$ cat src/rtl/obuf_pkg.sv
// Shared types and parameter helpers for the OBUF load sequencer.
package obuf_pkg;

  typedef enum logic [1:0] {
    ST_IDLE = 2'd0,
    ST_RUN  = 2'd1,
    ST_DONE = 2'd2
  } state_t;

  function automatic int calc_row_w(input int num_banks, input int data_width);
    return num_banks * data_width;
  endfunction

  function automatic int calc_ratio(input int ddr_bw, input int num_banks, input int data_width);
    return ddr_bw / calc_row_w(num_banks, data_width);
  endfunction

  // RATIO is legal only when a beat splits into a whole number (>=1) of rows.
  function automatic bit ratio_ok(input int ddr_bw, input int num_banks, input int data_width);
    int rw;
    rw = calc_row_w(num_banks, data_width);
    return (rw > 0) && (ddr_bw >= rw) && ((ddr_bw % rw) == 0);
  endfunction

  function automatic int calc_cnt_w(input int ratio);
    return (ratio > 1) ? $clog2(ratio) : 1;
  endfunction

endpackage

$ cat src/rtl/obuf_row_mux.sv
// RATIO-to-1 selector picking one bank-row out of the held DDR beat.
module obuf_row_mux
  import obuf_pkg::*;
#(
  parameter int RATIO = 2,
  parameter int ROW_W = 256,
  parameter int CNT_W = 1
) (
  input  logic [RATIO*ROW_W-1:0] hold,
  input  logic [CNT_W-1:0]       sel,
  output logic [ROW_W-1:0]       row
);

  // NOTE: every variable assigned in always_comb gets a default first, so no latch is inferred.
  always_comb begin
    row = '0;
    for (int r = 0; r < RATIO; r++) begin
      if (sel == CNT_W'(r)) row = hold[r*ROW_W +: ROW_W];
    end
  end

endmodule

$ cat src/rtl/obuf_ld_sequencer.sv
// Splits DDR read beats into OBUF bank-rows and writes them one row per cycle.
// Optional starvation counter output stall_cycles when OBUF_LD_STALL_CNT_EN is defined.
module obuf_ld_sequencer
  import obuf_pkg::*;
#(
  parameter int DDR_BANDWIDTH = 512,
  parameter int NUM_BANKS     = 8,
  parameter int DATA_WIDTH    = 32,
  parameter int ADDR_WIDTH    = 10,
  parameter int BEAT_CNT_W    = 16,
  localparam int ROW_W        = calc_row_w(NUM_BANKS, DATA_WIDTH)
) (
  input  logic                     clk,
  input  logic                     reset,
  input  logic                     start,
  input  logic [ADDR_WIDTH-1:0]    base_addr,
  input  logic [BEAT_CNT_W-1:0]    num_beats,
  output logic                     busy,
  output logic                     done,
  input  logic                     ddr_valid,
  input  logic [DDR_BANDWIDTH-1:0] ddr_data,
  output logic                     ddr_ready,
  output logic                     obuf_wr_en,
  output logic [ADDR_WIDTH-1:0]    obuf_wr_addr,
  output logic [ROW_W-1:0]         obuf_wr_data
`ifdef OBUF_LD_STALL_CNT_EN
  ,
  output logic [31:0]              stall_cycles
`endif
);

  localparam int RATIO = calc_ratio(DDR_BANDWIDTH, NUM_BANKS, DATA_WIDTH);
  localparam int CNT_W = calc_cnt_w(RATIO);
  localparam logic [CNT_W-1:0] LAST_ROW = CNT_W'(RATIO - 1);

  if (!ratio_ok(DDR_BANDWIDTH, NUM_BANKS, DATA_WIDTH)) begin : g_bad_ratio
    $error("DDR_BANDWIDTH must be a whole multiple (>=1) of NUM_BANKS*DATA_WIDTH");
  end

  state_t                  state, state_d;
  logic [ADDR_WIDTH-1:0]   addr_q;
  logic [BEAT_CNT_W-1:0]   beats_left;
  logic [DDR_BANDWIDTH-1:0] hold_q;
  logic                    hold_vld;
  logic [CNT_W-1:0]        row_cnt;
  logic                    last_row;
  logic                    accept;

  assign last_row = (row_cnt == LAST_ROW);
  assign accept   = ddr_valid && ddr_ready;

  // ddr_ready decodes registered state only, never ddr_valid.
  always_comb begin
    state_d   = state;
    busy      = 1'b0;
    done      = 1'b0;
    ddr_ready = 1'b0;
    case (state)
      ST_IDLE: begin
        if (start) state_d = (num_beats == '0) ? ST_DONE : ST_RUN;
      end
      ST_RUN: begin
        busy      = 1'b1;
        ddr_ready = (beats_left != '0) && (!hold_vld || last_row);
        if (hold_vld && last_row && (beats_left == '0)) state_d = ST_DONE;
      end
      ST_DONE: begin
        busy    = 1'b1;
        done    = 1'b1;
        state_d = ST_IDLE;
      end
      default: state_d = ST_IDLE;
    endcase
  end

  // NOTE: sequential state uses non-blocking assignments so every register samples pre-edge values.
  always_ff @(posedge clk) begin
    if (reset) state <= ST_IDLE;
    else       state <= state_d;
  end

  // NOTE: hold_q is reset too, so obuf_wr_data reads 0 after reset instead of stale data.
  always_ff @(posedge clk) begin
    if (reset) begin
      addr_q     <= '0;
      beats_left <= '0;
      hold_q     <= '0;
      hold_vld   <= 1'b0;
      row_cnt    <= '0;
    end else begin
      if (state == ST_IDLE && start) begin
        addr_q     <= base_addr;
        beats_left <= num_beats;
      end
      if (hold_vld) addr_q <= addr_q + ADDR_WIDTH'(1);
      if (accept) begin
        hold_q     <= ddr_data;
        hold_vld   <= 1'b1;
        row_cnt    <= '0;
        beats_left <= beats_left - BEAT_CNT_W'(1);
      end else if (hold_vld) begin
        if (last_row) begin
          hold_vld <= 1'b0;
          row_cnt  <= '0;
        end else begin
          row_cnt <= row_cnt + CNT_W'(1);
        end
      end
    end
  end

  obuf_row_mux #(
    .RATIO (RATIO),
    .ROW_W (ROW_W),
    .CNT_W (CNT_W)
  ) u_row_mux (
    .hold (hold_q),
    .sel  (row_cnt),
    .row  (obuf_wr_data)
  );

  assign obuf_wr_en   = hold_vld;
  assign obuf_wr_addr = addr_q;

`ifdef OBUF_LD_STALL_CNT_EN
  // Counts RUN cycles starved of input; cleared by an accepted start.
  always_ff @(posedge clk) begin
    if (reset) begin
      stall_cycles <= '0;
    end else if (state == ST_IDLE && start) begin
      stall_cycles <= '0;
    end else if (state == ST_RUN && !hold_vld && stall_cycles != '1) begin
      stall_cycles <= stall_cycles + 32'd1;
    end
  end
`endif

endmodule
$ cat config.mk
export PLATFORM = sky130hd
export DESIGN_NAME = obuf_ld_sequencer
export DESIGN_NICKNAME = d
export VERILOG_FILES = /design/src/rtl/obuf_pkg.sv /design/src/rtl/obuf_row_mux.sv /design/src/rtl/obuf_ld_sequencer.sv
export SDC_FILE = /design/constraint.sdc
export NUM_CORES = 1
export LEC_CHECK = 0
export BUFFER_PORTS_ARGS = -buffer_cell sky130_fd_sc_hd__buf_2
export CAP_MARGIN = 20
export CORE_AREA = 2 2 318 320
export CTS_CLUSTER_DIAMETER = 40
export DETAILED_ROUTE_END_ITERATION = 8
export DIE_AREA = 0 0 320 322
export PLACE_DENSITY = 0.43
export SETUP_SLACK_MARGIN = 0.3
export SYNTH_ARGS = -nofsm -noshare
export SYNTH_HDL_FRONTEND = slang
export SYNTH_SLANG_ARGS = --single-unit
$ cat constraint.sdc
create_clock -name clk -period 6.16 [get_ports clk]
set_input_delay 0.308 -clock clk [delete_from_list [all_inputs] [get_ports clk]]
set_output_delay 0.308 -clock clk [all_outputs]
set_load 0.005 [all_outputs]
======== Yosys cells after proc, flatten, opt, wreduce, memory -nomap -nowiden ========
Cells that the tools add are included.
operators by class
  $add $sub $neg .......................... 3
  multiply operators ...................... 0
  div/mod/pow operators ................... 0
  magnitude comparators ................... 0
  equal/unequal tests ..................... 4
  shift operators ......................... 0
  muxes and demuxes ....................... 16
  bitwise logic cells ..................... 0
  reductions and logical operators ........ 16
operators by type and width
  operator                                             number
  2-to-1 mux 256 bit                                   1
  zero test 16 bit                                     2
  2-to-1 mux 16 bit                                    2
  2-to-1 mux 10 bit                                    2
  nonzero test 16 bit                                  1
  subtractor 16 x 1 -> 16 bit, second input constant   1
  adder 10 x 1 -> 10 bit, second input constant        1
  2-to-1 mux 1 bit                                     7
  2-to-1 mux 2 bit                                     3
  logical AND 1 bit                                    5
  inequality test 2 bit, second input constant         2
  case mux 2 bit (2 select lines)                      1
  nonzero test 2 bit                                   2
  OR reduction 2 bit                                   2
  equality test 2 x 1 -> 1 bit, second input constant  1
  equality test 2 bit, second input constant           1
  zero test 2 bit                                      1
  AND reduction 2 bit                                  1
  adder 1 bit, second input constant                   1
  zero test 1 bit                                      1
  logical OR 1 bit                                     1
word-level totals
  register bits after elaboration ......... 542
  bits in latches ......................... 0
  memory bits (writable) .................. 0
  bits in read-only memories .............. 0
  input bits .............................. 542
  output and inout port bits .............. 270
  word-level logic and storage cells ...... 45
  memories kept ........................... 0

======== Logic depth before layout (Yosys ltp) ========
  word-level depth ........................ 6
  gate-level depth with buffers ........... 10
  depth with buffers taken out ............ 7

======== Modules after synthesis ========
From an unflattened synthesis, not the netlist that was laid out.
unflattened totals
  cell total of the unflattened synthesis .. 2737
  area total of the unflattened synthesis .. 22510.3 um2
by module, submodules not included
  module             instances  cells an instance  area an instance (um2)  sequential area each (um2)
  obuf_ld_sequencer  1          2453               19322.3                 10850.4
  obuf_row_mux       1          284                3188.1                  0.0

======== Worst setup path after synthesis ========
Ideal clock, no wire load.
  path type ............................... register to register
  from .................................... register beats_left[0]
  to ...................................... register hold_q[167]
  library setup time ...................... 0.070 ns
  arrival ................................. 1.944 ns
  data required time ...................... 6.090 ns
  setup slack ............................. 4.146 ns
  cell stages (with the launch flop) ...... 11
  path buffers ............................ 3
  period minus slack after synthesis ...... 2.014 ns
  cells stage by stage .................... dfxtp_1 inv_1 ha_1 nor3b_2 and3_1 clkbuf_1 a21oi_1 clkbuf_1 buf_2 nand2_1 a21oi_1
between the ends
  word-level cells in the longest chain between the ends .. 4
RTL lines
  item                    RTL line                  source
  start, declared         obuf_ld_sequencer.sv:42   logic [BEAT_CNT_W-1:0] beats_left;
  start signal, assigned  obuf_ld_sequencer.sv:93   beats_left <= num_beats;
  start signal, assigned  obuf_ld_sequencer.sv:100  beats_left <= beats_left - BEAT_CNT_W'(1);
  nonzero test 16 bit     obuf_ld_sequencer.sv:64   ddr_ready = (beats_left != '0) && (!hold_vld || last_row);
  logical AND 1 bit       obuf_ld_sequencer.sv:64
  2-to-1 mux 1 bit        obuf_ld_sequencer.sv:58   case (state)
  logical AND 1 bit       obuf_ld_sequencer.sv:50   assign accept = ddr_valid && ddr_ready;
  end signal, assigned    obuf_ld_sequencer.sv:97   hold_q <= ddr_data;
  end, declared           obuf_ld_sequencer.sv:43   logic [DDR_BANDWIDTH-1:0] hold_q;
Every way passes these cells.
A chain may end at the register's enable or synchronous reset.

======== Worst setup path after layout ========
  from .................................... register beats_left[0]
  to ...................................... register hold_q[125]
The elaborated chain is that of the path after synthesis.

==> impl_metrics.json <==
{
  "status": "finished clean",
  "power_mw": 11.74,
  "critPathKind": "reg -> reg",
  "cts_tree": "built",
  "worst_slew_pin_slew_ps": 1091,
  "synth_area_leader_cell": "dfxtp_1",
  "p_clk_frac": 0.519,
  "synthFlopType": "dfxtp_1",
  "cp_cell_sequence": "inv_1 -> ha_1 -> nor3b_2 -> nand3_2 -> o21ai_4 -> buf_12 -> nand2_1 -> a21oi_1",
  "syn_nets": 3298,
  "via_per_inst": 4.336,
  "syn_inst": 2751,
  "num_vias": 23440,
  "antenna_found_initial": 10,
  "drive_gt1_frac": 0.3159,
  "num_rows": 116,
  "dp_slack_ps": 2943,
  "period_share": 0.5321,
  "port_buffers": 811,
  "antenna_left": 0,
  "cts.path.max_buffers": 3,
  "drt_iter0_drc": 1384,
  "internal_power_mw": 8.614,
  "ys_seq_elements": 542,
  "core_um2": 99570,
  "slew_viol_final": 0,
  "fmax_mhz": 305.1,
  "die_w_um": 320,
  "rsz0062_at_grt": "no",
  "drt_wl_total_um": 90560,
  "setup-tns-final_ps": 0,
  "drv_cap": 0,
  "yosysWarnings": 0,
  "synth_area_leaders": "dfxtp_1 (49%), nand2_1 (18%), mux2_2 (13%)",
  "hold_ws_ps": 75.70,
  "synth_edf_count": 0,
  "ctsResizeCount": 0,
  "leakagePower_nw": 15.16,
  "cts-htree-levels": 3,
  "hold_class": "in -> reg",
  "start_util": 0.2242,
  "die_h_um": 322,
  "avgSynthCellArea_um2": 8.114,
  "hold_buffers": 527,
  "grt_pass1_vias": 23720,
  "async_flop_share": 0,
  "grt_remaining_overflow": 0,
  "worstSetupStartpointType": "register",
  "clkSlewWorstSetupHoldPaths_ps": 50,
  "die-area_um2": 103000,
  "cp_max_fo": 188,
  "final_hold_viol_count": 0,
  "slew-limit-headroom": 0.2726,
  "grt_pass1_wl_um": 136600,
  "ys_types": 46,
  "ioPinCount": 812,
  "wire_per_inst_um": 16.76,
  "stdcell_count": 5405,
  "post-place-cells": 4669,
  "synth_area_um2": 22320,
  "combPwrFrac": 0.149,
  "gp_congestion": 0.7911,
  "clock-sinks": 542,
  "setup_violations": 0,
  "finClkSkew_ps": 24.43,
  "grt_max_degree": 189,
  "yosysSeqAreaShare": 0.4861,
  "switching_share": 0.2660,
  "powerDensity_nw_per_um2": 321.6,
  "period_minus_slack_ps": 3278,
  "critPathCaptureType": "register",
  "critPathSlowestCell": "o21ai_4",
  "drc": 0,
  "synth_top_area_share": 0.4861,
  "n_fill_cell": 10450,
  "setup_ws_ps": 2882,
  "dpl.hpwl_um": 60520,
  "numCtsBuffers": 108,
  "p_seq_frac": 0.332,
  "p_sw_mw": 3.122,
  "postCtsSetupBuffers": 0,
  "grtUsageTotal": 0.1675,
  "arrival_ps": 3850,
  "crit_path_max_incr_delay_ps": 770,
  "ir_drop_mv": 0.1904,
  "synthToLayoutAreaGrowth_pct": 63.49,
  "clk_latency_ps": 670,
  "crit_required_ps": 6740,
  "cts_root_buffer": "clkbuf_16",
  "drt_first_pass_iters": 5,
  "fin_nets": 4555
}
## kinds of logic after synthesis
| logic type | Yosys count | synth area share |
|---|---|---|
| AND/OR/NAND/NOR | 1134 | 0.1989 |
| AO/OA/AOI/OAI | 582 | 0.1356 |
| flip-flops | 542 | 0.4861 |
| multiplexers | 256 | 0.1291 |
| buffers and inverters | 223 | 0.04400 |
| XOR/XNOR | 9 | 0.003531 |
| adder cells (fa/ha/maj) | 5 | 0.002803 |
## state kept, by name, indices dropped and copies added, names as in the netlist
register / cells
state: 2
hold_q: 512
beats_left: 16
obuf_wr_addr: 10
obuf_wr_en: 1
last_row: 1
## synthesized netlist by cell type, drive strengths merged, types with 3 or more instances
| master | number |
|---|---|
| a211oi | 14 |
| a21oi | 530 |
| a31oi | 12 |
| and2 | 6 |
| and3 | 10 |
| buf | 116 |
| clkbuf | 99 |
| dfxtp | 542 |
| ha | 5 |
| inv | 8 |
| mux2 | 256 |
| nand2 | 1052 |
| nand3 | 21 |
| nand4 | 3 |
| nor2 | 14 |
| nor3 | 7 |
| nor4 | 7 |
| o211ai | 4 |
| o21ai | 10 |
| or2 | 3 |
| or4 | 3 |
| xnor2 | 6 |
| xor2 | 3 |
## routing by layer
layer  up-vias  track usage  share of wire
li1      11700            -              -
met3       173      0.04596          0.062
met4         8      0.06896          0.033
met5         -            0        0.00059
met1     10920       0.1972           0.41
met2       638       0.2862           0.49
## placed cells by master, fill, tap and decap left out, drive strengths merged, types with 3 or more instances in the layout
cell	netlist	layout
xor2	3	3
nand2	1052	1052
nand3	21	21
mux2	256	256
diode	0	7
o21ai	10	10
a21oi	530	530
dlygate4sd3	0	527
o211ai	4	4
xnor2	6	6
ha	5	5
buf	116	835
bufinv	0	14
dfxtp	542	542
inv	8	15
nor3	7	7
nor4	7	7
clkinv	0	35
nor2	14	14
and2	6	6
clkbuf	99	139
or4	3	3
a211oi	14	14
clkinvlp	0	7
nand4	3	3
a31oi	12	12
or2	3	3
and3	10	10
## stage by stage
| step | instance area [um2] | utilization |
|---|---|---|
| global placement | 27400 | 0.2752 |
| global route | 36490 | 0.3665 |
| CTS | 36480 | 0.3664 |
| detailed placement | 27400 | 0.2752 |
| floorplan | 22320 | - |
| finish | 36500 | 0.3666 |
## final cells by class
type,count,area [um2],share of cell area
repair buffers,1362,9662,0.2647
clock buffers,139,3030,0.08303
clock inverters,63,769.5,0.02108
well taps,1298,1624,0.04450
inverters,8,30.03,0.0008228
multi-input cells,1986,10510,0.2879
flip-flops and latches,542,10850,0.2974
diodes,7,17.52,0.0004800
## path summary, 6_finish.rpt
kind                     endpoint          start  cells past startpoint  slack, ps
setup / recovery      hold_q[125]  beats_left[0]                      8       2880
hold / removal    obuf_wr_addr[6]   base_addr[6]                      5         80
setup reg to reg      hold_q[125]  beats_left[0]                      8       2880
hold reg to reg       hold_q[175]    hold_q[175]                      2        450
## power by group through the flow
stage / sequential (mW) / clock, mW / combinational [mW]
6_report: 3.90 / 6.09 / 1.75
5_1_grt: 3.93 / 6.42 / 1.93
4_1_cts: 3.90 / 6.25 / 1.77
3_5_place_dp: 3.97 / 0 / 1.47
3_3_place_gp: 3.97 / 0 / 1.47
2_1_floorplan: 3.91 / 0 / 0.909
## worst max-delay path: cells and delay by family, from the launching register on
family,cells,cell delay (ps)
flip-flops,1,330
AND/OR/NAND/NOR,3,780
adder cells (fa/ha/maj),1,180
AO/OA/AOI/OAI,2,950
buffers and inverters,2,740
(Power assumes the default switching activity.)
